**src/rtl/mem_port_arbiter_if.sv**
```systemverilog
// Bus bundle between the core's fetch/load-store ports, the arbiter and the
// shared single-port SRAM. The arbiter uses the slave view; the core and the
// memory together form the master view.
interface mem_port_arbiter_if #(
    parameter int ADDR_W = 32,
    parameter int DATA_W = 32
);
    localparam int BE_W = DATA_W / 8;

    // Instruction-fetch port
    logic              if_req;
    logic [ADDR_W-1:0] if_addr;
    logic              if_gnt;
    logic              if_rvalid;
    logic [DATA_W-1:0] if_rdata;

    // Load/store port
    logic              d_req;
    logic              d_we;
    logic [BE_W-1:0]   d_be;
    logic [ADDR_W-1:0] d_addr;
    logic [DATA_W-1:0] d_wdata;
    logic              d_gnt;
    logic              d_rvalid;
    logic [DATA_W-1:0] d_rdata;

    // SRAM port
    logic              mem_en;
    logic              mem_we;
    logic [BE_W-1:0]   mem_be;
    logic [ADDR_W-1:0] mem_addr;
    logic [DATA_W-1:0] mem_wdata;
    logic [DATA_W-1:0] mem_rdata;

    modport slave (
        input  if_req, if_addr, d_req, d_we, d_be, d_addr, d_wdata, mem_rdata,
        output if_gnt, if_rvalid, if_rdata, d_gnt, d_rvalid, d_rdata,
        output mem_en, mem_we, mem_be, mem_addr, mem_wdata
    );

    modport master (
        output if_req, if_addr, d_req, d_we, d_be, d_addr, d_wdata, mem_rdata,
        input  if_gnt, if_rvalid, if_rdata, d_gnt, d_rvalid, d_rdata,
        input  mem_en, mem_we, mem_be, mem_addr, mem_wdata
    );
endinterface

```
**src/rtl/mem_port_arbiter.sv**
```systemverilog
// mem_port_arbiter: shares one single-port synchronous SRAM between the
// instruction-fetch (IF) and load/store (D) ports, one access in flight.
// Grants are combinational in IDLE; the owner's rvalid fires MEM_LAT cycles
// later, after which the arbiter returns to IDLE.
// Optional feature: define MEM_PORT_ARB_RR_EN for round-robin on conflict
// (otherwise D has fixed priority over IF).
module mem_port_arbiter #(
    parameter int ADDR_W  = 32,
    parameter int DATA_W  = 32,
    parameter int MEM_LAT = 1   // 1..4
) (
    input logic                clk,
    input logic                rst_n,
    mem_port_arbiter_if.slave  bus
);
    localparam int BE_W  = DATA_W / 8;
    localparam int CNT_W = 3;

    typedef enum logic { IDLE, BUSY } state_t;
    typedef enum logic { OWNER_IF, OWNER_D } owner_t;

    state_t             state_q, state_d;
    owner_t             owner_q, owner_d;   // also serves as last owner for round-robin
    logic               we_q, we_d;
    logic [CNT_W-1:0]   cnt_q, cnt_d;
    logic               pick_d;

    // Arbitration, memory mux and completion signalling.
    always_comb begin
        // NOTE: every signal assigned here gets a default first, so no path leaves it unassigned and no latch is inferred.
        state_d       = state_q;
        owner_d       = owner_q;
        we_d          = we_q;
        cnt_d         = cnt_q;
        pick_d        = 1'b0;
        bus.if_gnt    = 1'b0;
        bus.d_gnt     = 1'b0;
        bus.mem_en    = 1'b0;
        bus.mem_we    = 1'b0;
        bus.mem_be    = {BE_W{1'b0}};
        bus.mem_addr  = {ADDR_W{1'b0}};
        bus.mem_wdata = {DATA_W{1'b0}};
        bus.if_rvalid = 1'b0;
        bus.if_rdata  = {DATA_W{1'b0}};
        bus.d_rvalid  = 1'b0;
        bus.d_rdata   = {DATA_W{1'b0}};

        case (state_q)
            IDLE: begin
                // rst_n gating keeps the combinational grant quiet during reset.
                if (rst_n && (bus.if_req || bus.d_req)) begin
`ifdef MEM_PORT_ARB_RR_EN
                    pick_d = bus.d_req && (!bus.if_req || owner_q == OWNER_IF);
`else
                    pick_d = bus.d_req;
`endif
                    bus.mem_en = 1'b1;
                    cnt_d      = CNT_W'(MEM_LAT);
                    state_d    = BUSY;
                    if (pick_d) begin
                        bus.d_gnt     = 1'b1;
                        bus.mem_we    = bus.d_we;
                        bus.mem_be    = bus.d_be;
                        bus.mem_addr  = bus.d_addr;
                        bus.mem_wdata = bus.d_wdata;
                        owner_d       = OWNER_D;
                        we_d          = bus.d_we;
                    end else begin
                        bus.if_gnt    = 1'b1;
                        bus.mem_be    = {BE_W{1'b1}};
                        bus.mem_addr  = bus.if_addr;
                        owner_d       = OWNER_IF;
                        we_d          = 1'b0;
                    end
                end
            end
            BUSY: begin
                cnt_d = cnt_q - 3'd1;
                if (cnt_q == 3'd1) begin
                    state_d = IDLE;
                    if (owner_q == OWNER_D) begin
                        bus.d_rvalid = 1'b1;
                        bus.d_rdata  = we_q ? {DATA_W{1'b0}} : bus.mem_rdata;
                    end else begin
                        bus.if_rvalid = 1'b1;
                        bus.if_rdata  = bus.mem_rdata;
                    end
                end
            end
            default: state_d = IDLE;
        endcase
    end

    // State, latency counter and owner registers; reset drops any access in flight.
    always_ff @(posedge clk or negedge rst_n) begin
        if (!rst_n) begin
            state_q <= IDLE;
            cnt_q   <= '0;
            owner_q <= OWNER_IF;
            we_q    <= 1'b0;
        end else begin
            // NOTE: non-blocking assignments so every register samples the pre-edge values of the others.
            state_q <= state_d;
            cnt_q   <= cnt_d;
            owner_q <= owner_d;
            we_q    <= we_d;
        end
    end
endmodule

```
**src/flat_wrapper.sv**
```systemverilog
// flat-port wrapper written by rule: the top's interface ports become plain ports
module mem_port_arbiter_flat 
#(
    parameter int ADDR_W  = 32,
    parameter int DATA_W  = 32,
    parameter int MEM_LAT = 1          
)
  (clk, rst_n, bus_if_req, bus_if_addr, bus_d_req, bus_d_we, bus_d_be, bus_d_addr, bus_d_wdata, bus_mem_rdata, bus_if_gnt, bus_if_rvalid, bus_if_rdata, bus_d_gnt, bus_d_rvalid, bus_d_rdata, bus_mem_en, bus_mem_we, bus_mem_be, bus_mem_addr, bus_mem_wdata);
  mem_port_arbiter_if #(.ADDR_W(ADDR_W), .DATA_W(DATA_W)) bus_i ();
  input logic clk;
  input logic rst_n;
  input wire logic [$bits(bus_i.if_req)-1:0] bus_if_req;
  input wire logic [$bits(bus_i.if_addr)-1:0] bus_if_addr;
  input wire logic [$bits(bus_i.d_req)-1:0] bus_d_req;
  input wire logic [$bits(bus_i.d_we)-1:0] bus_d_we;
  input wire logic [$bits(bus_i.d_be)-1:0] bus_d_be;
  input wire logic [$bits(bus_i.d_addr)-1:0] bus_d_addr;
  input wire logic [$bits(bus_i.d_wdata)-1:0] bus_d_wdata;
  input wire logic [$bits(bus_i.mem_rdata)-1:0] bus_mem_rdata;
  output wire logic [$bits(bus_i.if_gnt)-1:0] bus_if_gnt;
  output wire logic [$bits(bus_i.if_rvalid)-1:0] bus_if_rvalid;
  output wire logic [$bits(bus_i.if_rdata)-1:0] bus_if_rdata;
  output wire logic [$bits(bus_i.d_gnt)-1:0] bus_d_gnt;
  output wire logic [$bits(bus_i.d_rvalid)-1:0] bus_d_rvalid;
  output wire logic [$bits(bus_i.d_rdata)-1:0] bus_d_rdata;
  output wire logic [$bits(bus_i.mem_en)-1:0] bus_mem_en;
  output wire logic [$bits(bus_i.mem_we)-1:0] bus_mem_we;
  output wire logic [$bits(bus_i.mem_be)-1:0] bus_mem_be;
  output wire logic [$bits(bus_i.mem_addr)-1:0] bus_mem_addr;
  output wire logic [$bits(bus_i.mem_wdata)-1:0] bus_mem_wdata;
  assign bus_i.if_req = bus_if_req;
  assign bus_i.if_addr = bus_if_addr;
  assign bus_i.d_req = bus_d_req;
  assign bus_i.d_we = bus_d_we;
  assign bus_i.d_be = bus_d_be;
  assign bus_i.d_addr = bus_d_addr;
  assign bus_i.d_wdata = bus_d_wdata;
  assign bus_i.mem_rdata = bus_mem_rdata;
  assign bus_if_gnt = bus_i.if_gnt;
  assign bus_if_rvalid = bus_i.if_rvalid;
  assign bus_if_rdata = bus_i.if_rdata;
  assign bus_d_gnt = bus_i.d_gnt;
  assign bus_d_rvalid = bus_i.d_rvalid;
  assign bus_d_rdata = bus_i.d_rdata;
  assign bus_mem_en = bus_i.mem_en;
  assign bus_mem_we = bus_i.mem_we;
  assign bus_mem_be = bus_i.mem_be;
  assign bus_mem_addr = bus_i.mem_addr;
  assign bus_mem_wdata = bus_i.mem_wdata;
  mem_port_arbiter #(.ADDR_W(ADDR_W), .DATA_W(DATA_W), .MEM_LAT(MEM_LAT)) u_core (.clk(clk), .rst_n(rst_n), .bus(bus_i));
endmodule
```
**config.mk**
```make
export PLATFORM = sky130hd
export DESIGN_NAME = mem_port_arbiter_flat
export DESIGN_NICKNAME = d
export VERILOG_FILES = /design/src/rtl/mem_port_arbiter_if.sv /design/src/rtl/mem_port_arbiter.sv /design/src/flat_wrapper.sv
export SDC_FILE = /design/constraint.sdc
export NUM_CORES = 1
export LEC_CHECK = 0
export BUFFER_PORTS_ARGS = -buffer_cell sky130_fd_sc_hd__buf_2
export CAP_MARGIN = 10
export CORE_AREA = 2 2 106 108
export DETAILED_ROUTE_END_ITERATION = 10
export DIE_AREA = 0 0 108 110
export PLACE_DENSITY_LB_ADDON = 0.3
export SLEW_MARGIN = 20
export SYNTH_ARGS = -nofsm -noshare
export SYNTH_HDL_FRONTEND = slang
export SYNTH_SLANG_ARGS = --single-unit
export TNS_END_PERCENT = 100
```
**constraint.sdc**
```tcl
create_clock -name clk -period 3.6 [get_ports clk]
set_input_delay 0.72 -clock clk [delete_from_list [all_inputs] [get_ports clk]]
set_output_delay 0.72 -clock clk [all_outputs]
set_load 0.01 [all_outputs]
```
==> reports/results.ini <==
[routing]
drc = 0
post_drt_via_cell_ratio = 4.22
drtIter0Drc = 159
wl_um = 8570
wl_per_cell_um = 13.6
topRoutingLayerUsed = met4
wl_met1_um = 3220
via_count = 2656
wl_met2_um = 4520
route.met3.wl_um = 794
antenna_left = 0
dr.pass1.iters = 4

[critical_path]
r2r_slack_ns = 2.17
path_max_fanout = 32
crit_family = simple AND/OR/NAND/NOR gates
start_kind = flop
crit_buf_inv = 2
crit_type = flop to primary output
cp.required_ns = 2.88
cp_data_arrival_time_ns = 2.01
endpoint_kind = primary output
slowest_delay_ns = 0.70
r2r_start = u_core.state_q$_DFF_PN0_
worstPathCellList = inv_1 > ha_1 > nand2b_1 > nor2_2 > and2_1 > buf_2
startpoint = u_core.cnt_q[1]$_DFFE_PN0P_
worst_path_max_delay_cell = nor2_2

[clock_network]
clk_path_buf_depth = 2
clkSinkCount = 6
cts.repair.resized = 0
cts-root-buf = clkbuf_8
clk_pin_slew_ns = 0.04
post_cts.repair.setup_buffers = 0
cts_tree = yes
worstSkewPairLatency_ns = 0.22
htreeDepth = 1
cts_hold_buf = 0
numCtsBuffers = 3

[status]
status = complete, no violations

[timing]
setup_ws_ns = 0.871
setup_viol = 0
maxClockFrequency_mhz = 366
relSlewSlack_pct = 41.2
fin_skew_ns = 0.000721
worst_pin_slew_ns = 0.880
period_share_pct = 75.8
fin_tns_setup_ns = 0
fin_crit_ns = 2.73
slew_violations = 0
rsz0062_at_grt = no
hold_viol = 0

[synth]
netlist_instances = 235
seq_area_frac_synth_pct = 9.61
synth-seq-cells = 6
yosysTopAreaCell = and2_1
netlist_area_sq_mm = 0.00156
synth_top_area_share_pct = 25.6
avgSynthCellArea_sq_um = 6.65
synth.area.top_cells = and2_1, a22oi_1, and3_1, dfrtp_1, nor2_1
yosysWarningCount = 0
synth_cell_types = 27
synth_fp_nets = 374

[final_layout]
num-nets-final = 630
area_growth_pct = 91.4
n_antenna_cell = 0
mostFrequentLayoutCells = buf_2, and2_1, nor2_1, and3_1, a22oi_1
drive_gt1_share_pct = 58.5
final_common_cell = buf_2

[worst_hold_path]
hold_path.class = input port to async pin

[pwr]
powerDensity_mw_per_mm2 = 338
p_leak_uw = 0.00201
ir_drop_uv = 152

[grt]
overflow = 0
grt_use_total_pct = 12.3
grt_pass1_wl_um = 11600
grt_max_degree = 56
antenna_found_initial = 0
grt_pass1_vias = 2269

[placed_design]
gp_congestion = 0.772
post-place-ws_ns = 0.906
hpwl_um = 7360
io_buffers = 274

[flow_run]
drv_cap = 0

[floorplan]
die_y_um = 110
start_util_pct = 14.6
rows = 38
fp.dieW_um = 108
pin_count = 275
coreArea_sq_mm = 0.0107
die-area_sq_mm = 0.0119

-- layer usage --
layer	vias to the layer above	global-route usage (%)
met1	1173	14.0
met3	4	1.23
met2	176	25.2
met5	-	0
li1	1303	-
met4	0	1.37
-- final timing paths --
path,to,depth (start not counted)
max,bus_if_rdata[26],6
min,u_core.cnt_q[1]$_DFFE_PN0P_,1
max reg2reg,u_core.we_q$_DFFE_PN0P_,4
min reg2reg,u_core.cnt_q[0]$_DFFE_PN0P_,1
max in group asynchronous,u_core.we_q$_DFFE_PN0P_,1
min in group clk,u_core.cnt_q[0]$_DFFE_PN0P_,1
-- area by class of cell --
class,count,area [sq um]
Timing Repair Buffer,278,1400
Multi-Input combinational cell,199,1210
Fill cell,1167,7710
Inverter,3,11.3
Tap cell,140,175
Sequential cell,6,150
Clock buffer,3,41.3
-- logic make-up (layout without fill, tap and decap cells) --
logic type / Yosys count / after routing / synth area share (%)
AOI/OAI and AO/OA: 44 / 44 / 19.8
muxes: 2 / 2 / 1.28
adders and majority gates: 2 / 2 / 1.60
buffers and inverters: 30 / 284 / 13.0
DFF: 6 / 6 / 9.61
and+or+nand+nor: 151 / 151 / 54.8
-- synthesized netlist by cell type, drive strengths merged --
| cell | instances |
|---|---|
| and2 | 64 |
| nor2 | 40 |
| and3 | 33 |
| a22oi | 32 |
| buf | 19 |
| clkbuf | 8 |
| dfrtp | 6 |
| a21oi | 5 |
| nand2 | 4 |
| nand2b | 4 |
| o21ai | 4 |
| inv | 3 |
| nor3 | 3 |
| ha | 2 |
| mux2i | 2 |
| nor2b | 2 |
| a21o | 1 |
| a22o | 1 |
| and2b | 1 |
| o21a | 1 |
-- power breakdown --
part | leakage (uW) | switching, uW | internal, uW
combinational | 0.00191 | 421 | 345
clock | 0.0000216 | 27.2 | 71.7
sequential | 0.0000726 | 46.7 | 100
-- per-stage QoR --
| stage | power, uW | cell area [sq um] | hold slack, ns | util (%) | std cells |
|---|---|---|---|---|---|
| 6_report | 1010 | 2990 | 0.346 | 28.0 | 629 |
| 5_1_grt | 1120 | 2990 | 0.360 | 28.0 | 629 |
| 4_1_cts | 1030 | 2990 | 0.346 | 28.0 | 629 |
| 3_5_place_dp | 923 | 2950 | 0.521 | 27.6 | 626 |
| 3_3_place_gp | 911 | 2950 | 0.497 | 27.6 | 626 |
| 2_1_floorplan | 650 | 1560 | 0.424 | - | 235 |
-- state kept, by name (all words and copies together), names as in the netlist --
signal          cells
u_core.state_q      1
u_core.we_q         1
u_core.owner_q      1
u_core.cnt_q        3
(Power assumes the default switching activity.)
